## config.mk

```make
export PLATFORM = sky130hd
export DESIGN_NAME = cla_nibble_sequencer_flat
export DESIGN_NICKNAME = d
export VERILOG_FILES = /design/src/rtl/cla_nibble_sequencer_pkg.sv /design/src/rtl/cla_nibble_sequencer_if.sv /design/src/rtl/cla_nibble_sequencer_cla4.sv /design/src/rtl/cla_nibble_sequencer.sv /design/src/flat_wrapper.sv
export SDC_FILE = /design/constraint.sdc
export NUM_CORES = 1
export LEC_CHECK = 0
export ABC_AREA = 1
export CORE_MARGIN = 3
export CORE_UTILIZATION = 30
export DETAILED_ROUTE_END_ITERATION = 10
export GPL_TIMING_DRIVEN = 0
export MAX_ROUTING_LAYER = met4
export SLEW_MARGIN = 30
export SYNTH_ARGS = -nofsm -noshare
export SYNTH_HDL_FRONTEND = slang
export SYNTH_SLANG_ARGS = --single-unit
export TNS_END_PERCENT = 5
```

## constraint.sdc

```tcl
create_clock -name clk -period 5.95 [get_ports clk]
set_input_delay 1.4875 -clock clk [delete_from_list [all_inputs] [get_ports clk]]
set_output_delay 1.4875 -clock clk [all_outputs]
set_load 0.01 [all_outputs]
```

## src/rtl/cla_nibble_sequencer_pkg.sv

```systemverilog
// Shared types and helpers for the nibble-serial CLA add/subtract sequencer.
//   state_t  : controller states (IDLE, RUN, DONE)
//   NIBBLE_W : width of the time-shared carry-lookahead adder slice
//   ovf_f    : two's-complement overflow from operand/result sign bits
package cla_seq_pkg;

  localparam int unsigned NIBBLE_W = 4;

  typedef enum logic [1:0] {
    IDLE = 2'd0,
    RUN  = 2'd1,
    DONE = 2'd2
  } state_t;

  // Overflow when both operands share a sign and the result sign differs.
  // b_msb is the sign of the effective (possibly inverted) B operand.
  function automatic logic ovf_f(input logic a_msb, input logic b_msb, input logic s_msb);
    return (a_msb == b_msb) && (s_msb != a_msb);
  endfunction

endpackage

```

## src/rtl/cla_nibble_sequencer_if.sv

```systemverilog
// Request/response bundle between a requester and the nibble sequencer.
//   in_valid/in_ready    : operation handshake carrying a, b, cin, op_sub
//   out_valid/out_ready  : result handshake carrying sum, cout, overflow
//   master modport       : requester side; slave modport : sequencer side
interface cla_nibble_sequencer_if #(
  parameter int unsigned WIDTH = 32
);

  logic             in_valid;
  logic             in_ready;
  logic [WIDTH-1:0] a;
  logic [WIDTH-1:0] b;
  logic             cin;
  logic             op_sub;
  logic             out_valid;
  logic             out_ready;
  logic [WIDTH-1:0] sum;
  logic             cout;
  logic             overflow;

  modport master (
    output in_valid, a, b, cin, op_sub, out_ready,
    input  in_ready, out_valid, sum, cout, overflow
  );

  modport slave (
    input  in_valid, a, b, cin, op_sub, out_ready,
    output in_ready, out_valid, sum, cout, overflow
  );

endinterface

```

## src/rtl/cla_nibble_sequencer_cla4.sv

```systemverilog
// 4-bit carry-lookahead adder slice.
//   a, b : nibble operands   cin  : carry in
//   sum  : nibble sum        cout : carry out of bit 3
module CLA_4bit
  import cla_seq_pkg::*;
(
  input  logic [NIBBLE_W-1:0] a,
  input  logic [NIBBLE_W-1:0] b,
  input  logic                cin,
  output logic [NIBBLE_W-1:0] sum,
  output logic                cout
);

  logic [NIBBLE_W-1:0] g;
  logic [NIBBLE_W-1:0] p;
  logic [NIBBLE_W:0]   c;

  assign g = a & b;
  assign p = a ^ b;

  // Each carry expanded directly from generate/propagate terms and cin.
  assign c[0] = cin;
  assign c[1] = g[0] | (p[0] & cin);
  assign c[2] = g[1] | (p[1] & g[0]) | (p[1] & p[0] & cin);
  assign c[3] = g[2] | (p[2] & g[1]) | (p[2] & p[1] & g[0])
              | (p[2] & p[1] & p[0] & cin);
  assign c[4] = g[3] | (p[3] & g[2]) | (p[3] & p[2] & g[1])
              | (p[3] & p[2] & p[1] & g[0]) | (p[3] & p[2] & p[1] & p[0] & cin);

  assign sum  = p ^ c[NIBBLE_W-1:0];
  assign cout = c[NIBBLE_W];

endmodule

```

## src/rtl/cla_nibble_sequencer.sv

```systemverilog
// WIDTH-bit add/subtract computed one nibble per clock, LSB first, through a
// single shared 4-bit CLA slice.
//   clk, rst : clock, asynchronous active-high reset
//   bus      : slave side of cla_nibble_sequencer_if (operands in, result out)
// Latency from accept edge to out_valid is WIDTH/4 cycles.
module cla_nibble_sequencer
  import cla_seq_pkg::*;
#(
  parameter int unsigned WIDTH = 32
) (
  input  logic                   clk,
  input  logic                   rst,
  cla_nibble_sequencer_if.slave  bus
);

  localparam int unsigned NIBBLES = WIDTH / NIBBLE_W;
  localparam int unsigned IDX_W   = (NIBBLES > 1) ? $clog2(NIBBLES) : 1;
  localparam logic [IDX_W-1:0] LAST_IDX = IDX_W'(NIBBLES - 1);

  if (((WIDTH % NIBBLE_W) != 0) || (WIDTH < 8)) begin : g_width_check
    $error("cla_nibble_sequencer: WIDTH must be a multiple of 4 and at least 8");
  end

  state_t           state;
  logic [WIDTH-1:0] a_w;
  logic [WIDTH-1:0] b_w;
  logic             carry_w;
  logic [IDX_W-1:0] idx;
  logic [WIDTH-1:0] work_sum;

  logic             in_ready_r;
  logic             out_valid_r;
  logic [WIDTH-1:0] sum_r;
  logic             cout_r;
  logic             overflow_r;

  logic [NIBBLE_W-1:0] nib_a;
  logic [NIBBLE_W-1:0] nib_b;
  logic [NIBBLE_W-1:0] nib_sum;
  logic                nib_cout;
  logic [WIDTH-1:0]    work_next;

  // Operand nibble select for the current step.
  assign nib_a = a_w[NIBBLE_W*int'(idx) +: NIBBLE_W];
  assign nib_b = b_w[NIBBLE_W*int'(idx) +: NIBBLE_W];

  CLA_4bit u_cla (
    .a    (nib_a),
    .b    (nib_b),
    .cin  (carry_w),
    .sum  (nib_sum),
    .cout (nib_cout)
  );

  // Partial sum with the current nibble merged in; on the last step this is
  // exactly {nib_sum, work_sum[WIDTH-5:0]}.
  always_comb begin
    work_next = work_sum;
    work_next[NIBBLE_W*int'(idx) +: NIBBLE_W] = nib_sum;
  end

  // Controller and datapath registers; all outputs registered.
  always_ff @(posedge clk or posedge rst) begin
    if (rst) begin
      state       <= IDLE;
      a_w         <= '0;
      b_w         <= '0;
      carry_w     <= 1'b0;
      idx         <= '0;
      work_sum    <= '0;
      in_ready_r  <= 1'b1;
      out_valid_r <= 1'b0;
      sum_r       <= '0;
      cout_r      <= 1'b0;
      overflow_r  <= 1'b0;
    end else begin
      case (state)
        IDLE: begin
          if (bus.in_valid) begin
            // Subtract as A + ~B + 1; cin is ignored in that case.
            a_w        <= bus.a;
            b_w        <= bus.op_sub ? ~bus.b : bus.b;
            carry_w    <= bus.op_sub ? 1'b1 : bus.cin;
            idx        <= '0;
            in_ready_r <= 1'b0;
            state      <= RUN;
          end
        end
        RUN: begin
          work_sum <= work_next;
          carry_w  <= nib_cout;
          if (idx == LAST_IDX) begin
            sum_r       <= work_next;
            cout_r      <= nib_cout;
            overflow_r  <= ovf_f(a_w[WIDTH-1], b_w[WIDTH-1], nib_sum[NIBBLE_W-1]);
            out_valid_r <= 1'b1;
            state       <= DONE;
          end else begin
            idx <= idx + 1'b1;
          end
        end
        DONE: begin
          if (bus.out_ready) begin
            out_valid_r <= 1'b0;
            in_ready_r  <= 1'b1;
            state       <= IDLE;
          end
        end
        default: begin
          out_valid_r <= 1'b0;
          in_ready_r  <= 1'b1;
          state       <= IDLE;
        end
      endcase
    end
  end

  assign bus.in_ready  = in_ready_r;
  assign bus.out_valid = out_valid_r;
  assign bus.sum       = sum_r;
  assign bus.cout      = cout_r;
  assign bus.overflow  = overflow_r;

endmodule

```

## src/flat_wrapper.sv

```systemverilog
// flat-port wrapper written by rule: the top's interface ports become plain ports
module cla_nibble_sequencer_flat import cla_seq_pkg::*;
#(
  parameter int unsigned WIDTH = 32
)
  (clk, rst, bus_in_valid, bus_a, bus_b, bus_cin, bus_op_sub, bus_out_ready, bus_in_ready, bus_out_valid, bus_sum, bus_cout, bus_overflow);
  cla_nibble_sequencer_if #(.WIDTH(WIDTH)) bus_i ();
  input  logic clk;
  input  logic rst;
  input wire logic [$bits(bus_i.in_valid)-1:0] bus_in_valid;
  input wire logic [$bits(bus_i.a)-1:0] bus_a;
  input wire logic [$bits(bus_i.b)-1:0] bus_b;
  input wire logic [$bits(bus_i.cin)-1:0] bus_cin;
  input wire logic [$bits(bus_i.op_sub)-1:0] bus_op_sub;
  input wire logic [$bits(bus_i.out_ready)-1:0] bus_out_ready;
  output wire logic [$bits(bus_i.in_ready)-1:0] bus_in_ready;
  output wire logic [$bits(bus_i.out_valid)-1:0] bus_out_valid;
  output wire logic [$bits(bus_i.sum)-1:0] bus_sum;
  output wire logic [$bits(bus_i.cout)-1:0] bus_cout;
  output wire logic [$bits(bus_i.overflow)-1:0] bus_overflow;
  assign bus_i.in_valid = bus_in_valid;
  assign bus_i.a = bus_a;
  assign bus_i.b = bus_b;
  assign bus_i.cin = bus_cin;
  assign bus_i.op_sub = bus_op_sub;
  assign bus_i.out_ready = bus_out_ready;
  assign bus_in_ready = bus_i.in_ready;
  assign bus_out_valid = bus_i.out_valid;
  assign bus_sum = bus_i.sum;
  assign bus_cout = bus_i.cout;
  assign bus_overflow = bus_i.overflow;
  cla_nibble_sequencer #(.WIDTH(WIDTH)) u_core (.clk(clk), .rst(rst), .bus(bus_i));
endmodule
```

==> results.yml <==
status:
  status: "finished clean"
clock_tree:
  numClockSinks: 138
  cts_setup_buffers: 0
  cts_tree: "done"
  clockBufferDepth: 2
  numCtsBuffers: 17
  htree_levels: 4
  cts_resized: 0
  clock_latency_ns: 0.43
  cts-root-buf: "clkbuf_16"
  clk_pin_slew_ns: 0.05
  hold_buffers: 0
yosys:
  ys_types: 32
  synth_area_per_cell_um2: 8.16
  ys_seq_area_share_pct: 51.8
  yosys.area.top_type_share_pct: 51.4
  yosys-top-cells-area: "dfrtp_1 (51%), nand2_1 (16%), o21ai_0 (8.7%)"
  synth_largest_area_cell: "dfrtp_1"
  ys_warn_count: 0
  syn_nets: 897
  syn-cell-area_mm2: 0.00667
  ys_ff_latch: 138
  postSynthCellCount: 817
power_and_ir_drop:
  p_sw_uw: 2040
  p_leak_uw: 0.00399
  p_int_uw: 2840
  swShare_pct: 41.8
  clkPwrFrac_pct: 20.4
  power_frac_comb_pct: 47.4
  seq_power_share_pct: 32.1
  p_per_area_mw_per_mm2: 564
  power_uw: 4870
  ir_drop_mv: 0.265
global_route:
  first_global_vias: 5738
  antenna_found_initial: 0
  grt_overflow: 0
  track_usage_pct: 15.8
  grt_pass1_wl_um: 29400
  grt_start_max_net_pins: 85
critical_path:
  worstSetupPathType: "register to register"
  critical_path_arrival_ns: 3.47
  cp.buffers_inverters: 4
  required_ns: 6.25
  worstPathCellList: "buf_4, inv_2, buf_4, buf_2, o21ai_0, o22ai_1, nor2_1, a31oi_1, ha_1, nand2_1, nand2_1, nand2_1, nand2_1, nand2_1, nand2_1, nand3_1, nand2_1, nand3_1, nand2_1"
  path_common_cell: "nand2_1"
  crit_fanout: 10
  start_kind: "register"
  cpPeakStageDelay_ns: 0.37
  crit_slowest_cell: "dfrtp_1"
  end_kind: "register"
  cp_top_family: "simple AND/OR/NAND/NOR gates"
sta:
  hold_violations: 0
  rsz0062_at_grt: "no"
  tns_ns: 0
  max_freq_ghz: 0.316
  slew-limit-headroom_pct: 63.3
  period_share_pct: 53.2
  setup_viol: 0
  final_max_slew_viol_count: 0
  period_needed_ns: 3.17
  clock_skew_ns: 0.0127
  worst_pin_slew_ns: 0.551
  setup_ws_ns: 2.78
layout:
  nFillCells: 2160
  fin_cells: 1229
  nNetsFinal: 1021
  drive_above_1_share_pct: 7.44
  area_delta_synth_final_pct: 29.6
  final_util_pct: 40.3
  n_antenna_cell: 0
routing:
  via_count: 5779
  route.detailed.wl_per_inst_um: 14.5
  vias_per_cell: 4.70
  wirelength_um: 17800
  drtPass1Iterations: 5
  drc: 0
  drt_iter0_drc: 406
  ant_nets: 0
die:
  core_mm2: 0.0214
  die_height_um: 155
  pin_count: 106
  rows: 53
  start_util_pct: 31.1
  design.die.area_mm2: 0.0240
  die_w_um: 155
min_path:
  hold_class: "register to register"
placed_design:
  place_ws_ns: 2.74
  gp_congestion: 0.817
  dpl.cell_count: 1197
  dp_hpwl_um: 13300
  port_buffers: 104
flow_run:
  cap_violations: 0
## logic make-up after synthesis
| family | synth area share [%] |
|---|---|
| buffers and inverters | 5.27 |
| adders and majority gates | 1.99 |
| DFF | 51.8 |
| AOI/OAI and AO/OA | 12.2 |
| xor gates and xnor gates | 4.33 |
| and+or+nand+nor | 24.4 |
## routing by layer
metal  routed length (um)  track usage (%)  vias up  part of all wire [%]
li1                     -                -     2896                     -
met1                 8310             20.9     2705                    47
met2                 8290             24.4      149                    46
met3                  863             3.12       29                   4.8
met4                  379             5.63        0                   2.1
met5                    0                -        -                     0
## state kept, by name, summed over array words and instances (netlist names)
register,count
u_core.state,2
u_core.carry_w,1
u_core.bus.out_valid,1
u_core.a_w,32
u_core.idx,3
u_core.b_w,32
u_core.bus.overflow,1
u_core.bus.in_ready,1
u_core.bus.sum,32
u_core.bus.cout,1
u_core.work_sum,32
## Yosys cell counts (all sizes together)
master	n
buf	24
or2	9
nand4	6
a21oi	13
nand3	42
clkbuf	22
o211ai	6
o21ai	124
dfrtp	137
nand2	290
a31oi	8
dfstp	1
fa	1
ha	9
a21o	1
o22ai	4
nor2	44
nor3	4
clkinv	1
xnor2	33
inv	38
## worst reg2reg max path, cell delays in order, from the launching register on
cell,delay [ns]
dfrtp_1,0.37
buf_4,0.17
inv_2,0.08
buf_4,0.19
buf_2,0.25
o21ai_0,0.11
o22ai_1,0.17
nor2_1,0.06
a31oi_1,0.35
ha_1,0.33
nand2_1,0.06
nand2_1,0.04
nand2_1,0.07
nand2_1,0.07
nand2_1,0.08
nand2_1,0.18
nand3_1,0.17
nand2_1,0.09
nand3_1,0.12
nand2_1,0.07
## path summary, 6_finish.rpt
| check | slack [ns] | end | cells past startpoint | from |
|---|---|---|---|---|
| hold reg to reg | 0.47 | u_core.a_w[27] | 2 | u_core.a_w[27] |
| max in group asynchronous | 3.73 | u_core.bus.in_ready | 3 | rst |
| min in group asynchronous | 1.47 | u_core.bus.sum[5] | 2 | rst |
| setup reg to reg | 2.78 | u_core.bus.sum[27] | 19 | u_core.idx[0] |
| hold / removal | 0.47 | u_core.a_w[27] | 2 | u_core.a_w[27] |
| setup / recovery | 2.78 | u_core.bus.sum[27] | 19 | u_core.idx[0] |
## stage by stage
stage / hold slack [ns] / cell area, um2
after floorplan: 0.441 / 6670
after global placement: 0.453 / 8050
after detailed placement: 0.460 / 8090
after CTS: 0.474 / 8640
after global routing: 0.499 / 8640
final: 0.470 / 8640
## layout by cell type (no fill, tap or decap), drive strengths merged
master	synthesis	final
clkbuf	22	51
inv	38	38
clkinv	1	3
bufinv	0	1
nand3	42	42
xnor2	33	33
fa	1	1
nor3	4	4
o211ai	6	6
a21oi	13	13
nand2	290	290
a21o	1	1
a31oi	8	8
or2	9	9
nand4	6	6
o22ai	4	4
ha	9	9
clkdlybuf4s50	0	104
o21ai	124	124
dfrtp	137	137
buf	24	25
nor2	44	44
dfstp	1	1
## power by group through the flow
stage	clock [uW]	sequential, uW	combinational, uW
final	995	1570	2310
after global routing	1050	1620	2640
after CTS	1010	1570	2320
after detailed placement	0	1580	2310
after global placement	0	1570	2270
after floorplan	0	1570	1530
## layout make-up
cell class / instances / area (um2) / area share [%]
plain buffers: 46 / 205 / 2.38
clock buffers: 29 / 510 / 5.91
clock inverters: 3 / 40.0 / 0.463
inverters: 39 / 154 / 1.78
multi-input cells: 594 / 2860 / 33.1
flip-flops and latches: 138 / 3450 / 40.0
well taps: 275 / 344 / 3.98
repair buffers: 105 / 1070 / 12.4
Power figures use the tool's default switching activity.
